===== config.mk =====
export PLATFORM = sky130hd
export DESIGN_NAME = pipelined_rca_adder
export DESIGN_NICKNAME = d
export VERILOG_FILES = /design/src/rtl/pipelined_rca_adder_pkg.sv /design/src/rtl/pipelined_rca_adder_rca_chunk.sv /design/src/rtl/pipelined_rca_adder.sv
export SDC_FILE = /design/constraint.sdc
export NUM_CORES = 1
export LEC_CHECK = 0
export ABC_AREA = 1
export CAP_MARGIN = 15
export CORE_MARGIN = 2
export CORE_UTILIZATION = 30
export CTS_CLUSTER_SIZE = 20
export DETAILED_ROUTE_END_ITERATION = 8
export GPL_TIMING_DRIVEN = 0
export HOLD_SLACK_MARGIN = 0.02
export PLACE_DENSITY = 0.57
export SKIP_CTS_REPAIR_TIMING = 1
export SYNTH_ARGS = -nofsm -noshare
export SYNTH_HDL_FRONTEND = slang
export SYNTH_SLANG_ARGS = --single-unit

===== constraint.sdc =====
create_clock -name clk -period 3.3 [get_ports clk]
set_clock_uncertainty 0.2 [all_clocks]
set_input_delay 0.99 -clock clk [delete_from_list [all_inputs] [get_ports clk]]
set_output_delay 0.99 -clock clk [all_outputs]
set_load 0.01 [all_outputs]

===== src/rtl/pipelined_rca_adder_pkg.sv =====
// Shared helpers for the pipelined ripple-carry adder: stage count and slice bounds.
package pipelined_rca_adder_pkg;

  // Pipeline depth: one ripple slice per stage.
  function automatic int unsigned num_stages(input int unsigned width,
                                             input int unsigned chunk);
    return width / chunk;
  endfunction

  // Lowest bit index of slice k.
  function automatic int unsigned slice_lo(input int unsigned k,
                                           input int unsigned chunk);
    return k * chunk;
  endfunction

  // Highest bit index of slice k.
  function automatic int unsigned slice_hi(input int unsigned k,
                                           input int unsigned chunk);
    return (k * chunk) + chunk - 1;
  endfunction

  // Legal configuration: non-empty slice that tiles the word exactly.
  function automatic bit chunk_fits(input int unsigned width,
                                    input int unsigned chunk);
    return (chunk >= 1) && (chunk <= width) && ((width % chunk) == 0);
  endfunction

endpackage


===== src/rtl/pipelined_rca_adder_rca_chunk.sv =====
// Combinational CHUNK-bit ripple slice built from full_adder cells.

// Single-bit full adder cell.
module full_adder (
  input  logic a,
  input  logic b,
  input  logic cin,
  output logic s,
  output logic cout
);

  assign s    = a ^ b ^ cin;
  assign cout = (a & b) | (cin & (a ^ b));

endmodule

// Ripple slice; c_top is the carry into the slice's top bit (feeds overflow).
module rca_chunk #(
  parameter int unsigned CHUNK = 2
) (
  input  logic [CHUNK-1:0] a,
  input  logic [CHUNK-1:0] b,
  input  logic             cin,
  output logic [CHUNK-1:0] s,
  output logic             cout,
  output logic             c_top
);

  logic [CHUNK:0] w_c;

  assign w_c[0] = cin;

  // Carry chain through the cells.
  for (genvar i = 0; i < CHUNK; i++) begin : g_fa
    full_adder u_fa (
      .a    (a[i]),
      .b    (b[i]),
      .cin  (w_c[i]),
      .s    (s[i]),
      .cout (w_c[i+1])
    );
  end

  assign cout  = w_c[CHUNK];
  assign c_top = w_c[CHUNK-1];

endmodule


===== src/rtl/pipelined_rca_adder.sv =====
// Pipelined add/subtract: one CHUNK-bit ripple slice per stage, registered carry
// between stages, skewed operands and deskewed results, valid/ready on both ends.
module pipelined_rca_adder
  import pipelined_rca_adder_pkg::*;
#(
  parameter int unsigned WIDTH = 8,
  parameter int unsigned CHUNK = 2
) (
  input  logic             clk,
  input  logic             rst,
  input  logic             in_valid,
  output logic             in_ready,
  input  logic [WIDTH-1:0] a,
  input  logic [WIDTH-1:0] b,
  input  logic             cin,
  input  logic             sub,
  output logic             out_valid,
  input  logic             out_ready,
  output logic [WIDTH-1:0] sum,
  output logic             cout,
  output logic             ovf
);

  localparam int unsigned NS = num_stages(WIDTH, CHUNK);

  if (!chunk_fits(WIDTH, CHUNK)) begin : g_bad_cfg
    $error("pipelined_rca_adder: WIDTH must be a non-zero multiple of CHUNK");
  end

  // Per-stage registers: index k is the output of stage k.
  logic [NS-1:0]    r_v;
  logic [NS-1:0]    r_c;
  logic [WIDTH-1:0] r_a [NS];
  logic [WIDTH-1:0] r_b [NS];
  logic [WIDTH-1:0] r_s [NS];
  logic             r_ovf;

  // Per-stage inputs and slice results.
  logic [NS-1:0]    w_v_in;
  logic [NS-1:0]    w_c_in;
  logic [NS-1:0]    w_co;
  logic             w_ctop [NS];
  logic [WIDTH-1:0] w_a_in [NS];
  logic [WIDTH-1:0] w_b_in [NS];
  logic [WIDTH-1:0] w_s_in [NS];
  logic [WIDTH-1:0] w_s_nx [NS];
  logic [CHUNK-1:0] w_cs   [NS];
  logic             w_adv;

  // Whole pipeline moves only when the output slot is free or being drained.
  assign w_adv    = !r_v[NS-1] || out_ready;
  assign in_ready = w_adv;

  for (genvar k = 0; k < NS; k++) begin : g_stage
    localparam int unsigned LO = slice_lo(k, CHUNK);
    localparam int unsigned HI = slice_hi(k, CHUNK);

    if (k == 0) begin : g_first
      // Operand conditioning: subtract is A + ~B + 1.
      assign w_v_in[k] = in_valid;
      assign w_a_in[k] = a;
      assign w_b_in[k] = sub ? ~b : b;
      assign w_c_in[k] = sub | cin;
      assign w_s_in[k] = '0;
    end else begin : g_next
      assign w_v_in[k] = r_v[k-1];
      assign w_a_in[k] = r_a[k-1];
      assign w_b_in[k] = r_b[k-1];
      assign w_c_in[k] = r_c[k-1];
      assign w_s_in[k] = r_s[k-1];
    end

    rca_chunk #(.CHUNK(CHUNK)) u_chunk (
      .a     (w_a_in[k][HI:LO]),
      .b     (w_b_in[k][HI:LO]),
      .cin   (w_c_in[k]),
      .s     (w_cs[k]),
      .cout  (w_co[k]),
      .c_top (w_ctop[k])
    );

    // Result bits above the finished slices are still zero, so OR merges the new slice.
    assign w_s_nx[k] = w_s_in[k] | (WIDTH'(w_cs[k]) << LO);
  end

  // Stage registers with global stall and synchronous flush.
  always_ff @(posedge clk) begin
    if (rst) begin
      r_v   <= '0;
      r_c   <= '0;
      r_ovf <= 1'b0;
      for (int k = 0; k < int'(NS); k++) begin
        r_a[k] <= '0;
        r_b[k] <= '0;
        r_s[k] <= '0;
      end
    end else if (w_adv) begin
      r_v   <= w_v_in;
      r_c   <= w_co;
      r_ovf <= w_ctop[NS-1] ^ w_co[NS-1];
      for (int k = 0; k < int'(NS); k++) begin
        r_a[k] <= w_a_in[k];
        r_b[k] <= w_b_in[k];
        r_s[k] <= w_s_nx[k];
      end
    end
  end

  assign out_valid = r_v[NS-1];
  assign sum       = r_s[NS-1];
  assign cout      = r_c[NS-1];
  assign ovf       = r_ovf;

endmodule

# Word-level counts from Yosys, hierarchy flattened

Memories as Yosys holds them, arrays and structs flattened.
Index checks and enable logic that the tools add are counted.

Latch bits: 0
Memories: 3
RAM bits: 96
Flip-flop bits (word level): 9
Output and inout bits: 12
ROM bits: 0

Equal/unequal tests: 0
Div/mod/pow operators: 0
Shift operators: 0
Multiplexer cells: 18
Reductions and logical operators: 2
Add/sub/neg operators: 0
Multipliers: 0
Order comparisons: 0
Bitwise operators: 58

Memories:

| memory | words | bits a word | rd ports | clocked after Yosys merged registers in | wr ports | line                      | text |
|---|---|---|---|---|---|---|---|
| r_a    | 4     | 8           | 3        | 0                                       | 4        | pipelined_rca_adder.sv:33 | `logic [WIDTH-1:0] r_a [NS];` |
| r_b    | 4     | 8           | 3        | 0                                       | 4        | pipelined_rca_adder.sv:34 | `logic [WIDTH-1:0] r_b [NS];` |
| r_s    | 4     | 8           | 4        | 0                                       | 4        | pipelined_rca_adder.sv:35 | `logic [WIDTH-1:0] r_s [NS];` |

Operator list:

| operator           | count |
|---|---|
| $mux W8            | 13 |
| $or A1 B1 Y1       | 21 |
| $xor A1 B1 Y1      | 17 |
| $and A1 B1 Y1      | 16 |
| $not A8 Y8         | 1 |
| $or A8 B4 Y8       | 1 |
| $or A8 B6 Y8       | 1 |
| $or A8 B8 Y8       | 1 |
| $mux W1            | 5 |
| $logic_not A1 Y1   | 1 |
| $logic_or A1 B1 Y1 | 1 |

# Depth between registers and ports, before layout

Depth in word-level cells: 7
Mapped depth: 8
Mapped depth without buffers: 8

# By module

From an unflattened synthesis, not the netlist that was laid out.

Cell total of the unflattened synthesis: 195
Area total of the unflattened synthesis: 2294.7 um^2

By module, submodules not included:

| module              | area an instance (um^2) | cells an instance | times used |
|---|---|---|---|
| pipelined_rca_adder | 2134.5                  | 187               | 1 |
| full_adder          | 20.0                    | 1                 | 8 |

# Least setup slack after synthesis

Ideal clock, no wire load.

Path kind: in2reg
Start: input rst
End: memory r_a[1][4], in the netlist r_a[0][12], enable pin
Setup slack: 0.261 ns
Required time: 2.421 ns
Buffers on the path: 0
Stages on the path: 2
Arrival time: 2.160 ns
Path through: inv_2 nand3_1

RTL lines:

| what            | line                      | text |
|---|---|---|
| start, declared | pipelined_rca_adder.sv:10 | `input logic rst,` |
| end, declared   | pipelined_rca_adder.sv:33 |  |

# Worst setup path after layout

Start: input out_ready
End: output in_ready

Word-level cells in the longest chain between the ends: 1

RTL lines:

| what               | line                      | text |
|---|---|---|
| start, declared    | pipelined_rca_adder.sv:18 | `input logic out_ready,` |
| $logic_or A1 B1 Y1 | pipelined_rca_adder.sv:51 | `assign w_adv = !r_v[NS-1] \|\| out_ready;` |
| end, declared      | pipelined_rca_adder.sv:12 | `output logic in_ready,` |

Every way passes these cells.

==> impl_results.md <==
* Final worst-path cycle share at 0.925
* TritonCTS clock tree: built
* Net Switching at 286 uW
* Worst r2r src: r_a[0][22]
* Clock power share at 0.359
* Port bufs at 32
* Pleak at 0.00119 uW
* Clock sink count at 53
* Fin crit period at 3050 ps
* DRT iter0 DRCs at 136
* CTS max path bufs at 2
* Syn_nets at 234
* Mean Syn Cell Area at 11.3 um2
* R2R setup slack at 1360 ps
* RSZ-0062 raised after global routing: false
* Cells along the critical path: clkdlybuf4s50_1 -> inv_1 -> nand2_4 -> dlymetal6s2s_1
* Relative slew slack at 0.660
* CTS buffer count at 5
* GRT busiest layer: met2
* CP required at 2110 ps
* Logic pwr share at 0.093
* Synthesized instance count at 204
* WL/cell at 10.5 um
* RD Place Congestion at 0.725
* Routed vias at 1,340
* Final HPWL DP at 2.54 mm
* # rows at 31
* Clock Latency Late Sink at 300 ps
* Vias per inst at 3.91
* Critical Path Start: out_ready
* CP max stage delay at 450 ps
* CP arrival at 1860 ps
* Most frequent cell after synthesis: inv_1
* Routing usage on met2 at 0.159
* Share of synthesized registers carrying an async set or reset at 0
* First-pass GRT wire length at 6.39 mm
* Global Route Usage Sum at 0.0970
* Max-cap violations at 0
* Sw Share at 0.201
* Largest net degree at the start of global routing at 30
* Worst vdd ir at 0.000259 V
* Slew Limit Fails at 0
* P_int at 1140 uW
* Root Driver: clkbuf_8
* Number of library cell types mapped by synthesis at 18
* Flop pwr share at 0.548
* CP Capture Type: primary output
* Top achievable clock speed at 328 MHz
* Tot Pwr at 1420 uW
* Post-Syn Area at 2310 um2
* Remaining antenna violation count at 0
* Initial antenna violation count at 0
* Post-Route WL at 3.61 mm
* Critical Path Start Type: input port
* Critical path's slowest cell: clkdlybuf4s50_1
* # IOs at 34
* Die ar. at 8410 um2
* Most frequent cells after synthesis: inv_1, nor2_1, edfxtp_1
* Critical-path maximum fanout at 11
* # setup viols final at 0
* Yosys warning count at 0
* Crit Path Class: in2out
* Hold/Removal Path Class: reg2reg
* Drt drc at 0
* Grt total ovfl at 0
* Outcome: complete, no violations
* Die height at 91.7 um
* Met1 Use GR at 0.125
* Dominant cells by area after synthesis: edfxtp_1, inv_1, dfxtp_1, nor2_1, fa_1
* Nets at 273
* H-tree levels at 2
* Vias in the first global route at 1,380
* Seq/Total Area, Yosys at 0.650
* Hold Vio Cnt, Final at 0
* # placed instances at 336
* Share of Yosys cell area claimed by the top area cell type at 0.572
* Pwr dens at 489 nW/um2
* Post-synth EDFFs at 44
* Diodes inserted at 0
* Area leader, netlist: edfxtp_1
* Worst-Margin Slew at 509 ps
* Core Box Area at 7370 um2
* Layout cells sized above 1 at 0.0779
* Starting Density at 0.313
* Met3 usage at 0.0271
* Synth Register Bits at 53
* Layout area overhead at 26.2%
* Clock-pin slew on the worst setup and hold paths at 90 ps
* Die Wd at 91.7 um
* Main synth FF type: edfxtp_1
* Detailed Routing Iterations Pass 1 at 3
* Hold Crit Start: r_c[1]
* Post-Layout Cell Count at 343
==> power groups by stage <==
| stage | Sequential (uW) | Clock [uW] | Combinational (uW) |
|---|---|---|---|
| after floorplan | 797 | 0 | 74.7 |
| after global placement | 795 | 0 | 131 |
| after detailed placement | 796 | 0 | 136 |
| after CTS | 780 | 527 | 136 |
| after global routing | 785 | 551 | 152 |
| final | 780 | 512 | 132 |
==> path summary, 6_finish.rpt <==
path / endpoint / cells past startpoint
setup / recovery: in_ready / 4
hold / removal: r_c[1] / 2
hold reg to reg: r_c[1] / 2
setup reg to reg: ovf / 8
==> worst max-delay path: cells and delay by family <==
| kind | cells | cell delay (ps) |
|---|---|---|
| simple gates | 1 | 160 |
| buf+inv | 3 | 710 |
==> logic make-up (layout without fill, tap and decap cells) <==
logic type      count (synthesis)  after routing  synth area share
fa+ha+maj                       8              8            0.0694
compound gates                  4              4           0.00867
xor+xnor                        8              8            0.0304
simple gates                   72             72             0.131
flops                          53             53             0.650
buf+inv                        59             99             0.110
==> registers in the layout, indices dropped and copies added (netlist names) <==
name / cells
r_s: 20
r_a: 12
r_v: 4
r_b: 12
r_c: 4
ovf: 1
==> layer usage <==
layer  vias to the layer above  wire [um]
li1                        689          -
met1                       627       1660
met2                        22       1790
met3                         2        139
met4                         0         21
met5                         -          0
==> metrics by stage <==
stage          TNS [ps]  cell area [um2]  setup slack, ps  hold slack, ps   util
2_1_floorplan         0             2310              261             219      -
3_3_place_gp     -47130             2750            -1020             230  0.374
3_5_place_dp       -315             2780             -315             233  0.377
4_1_cts            -321             2910             -321             251  0.395
5_1_grt               0             2910              179             259  0.395
6_report              0             2910              247             247  0.395
==> cell type report <==
type | instances | area [um2]
plain buffers | 5 | 50.0
multi-input cells | 92 | 563
clock buffers | 5 | 68.8
clock inverters | 3 | 65.1
inverters | 53 | 199
fillers | 754 | 4460
well taps | 99 | 124
flip-flops and latches | 53 | 1500
repair buffers | 33 | 343
==> cells in the final DEF (no fill, tap or decap) <==
master and n:
inv_1 52, nor2_1 45, edfxtp_1 44, clkdlybuf4s50_1 31
nand2_1 16, dfxtp_1 9, fa_1 8, xnor2_1 7
nand3_1 5, clkbuf_8 5, buf_6 4, nand2_4 2
a21oi_1 2, o21ai_0 2, nand3b_1 2, bufinv_16 2
buf_2 1, inv_2 1, nand3_2 1, xor2_1 1
nor2_4 1, clkinv_2 1, buf_12 1, dlymetal6s2s_1 1
(Power assumes the default switching activity.)
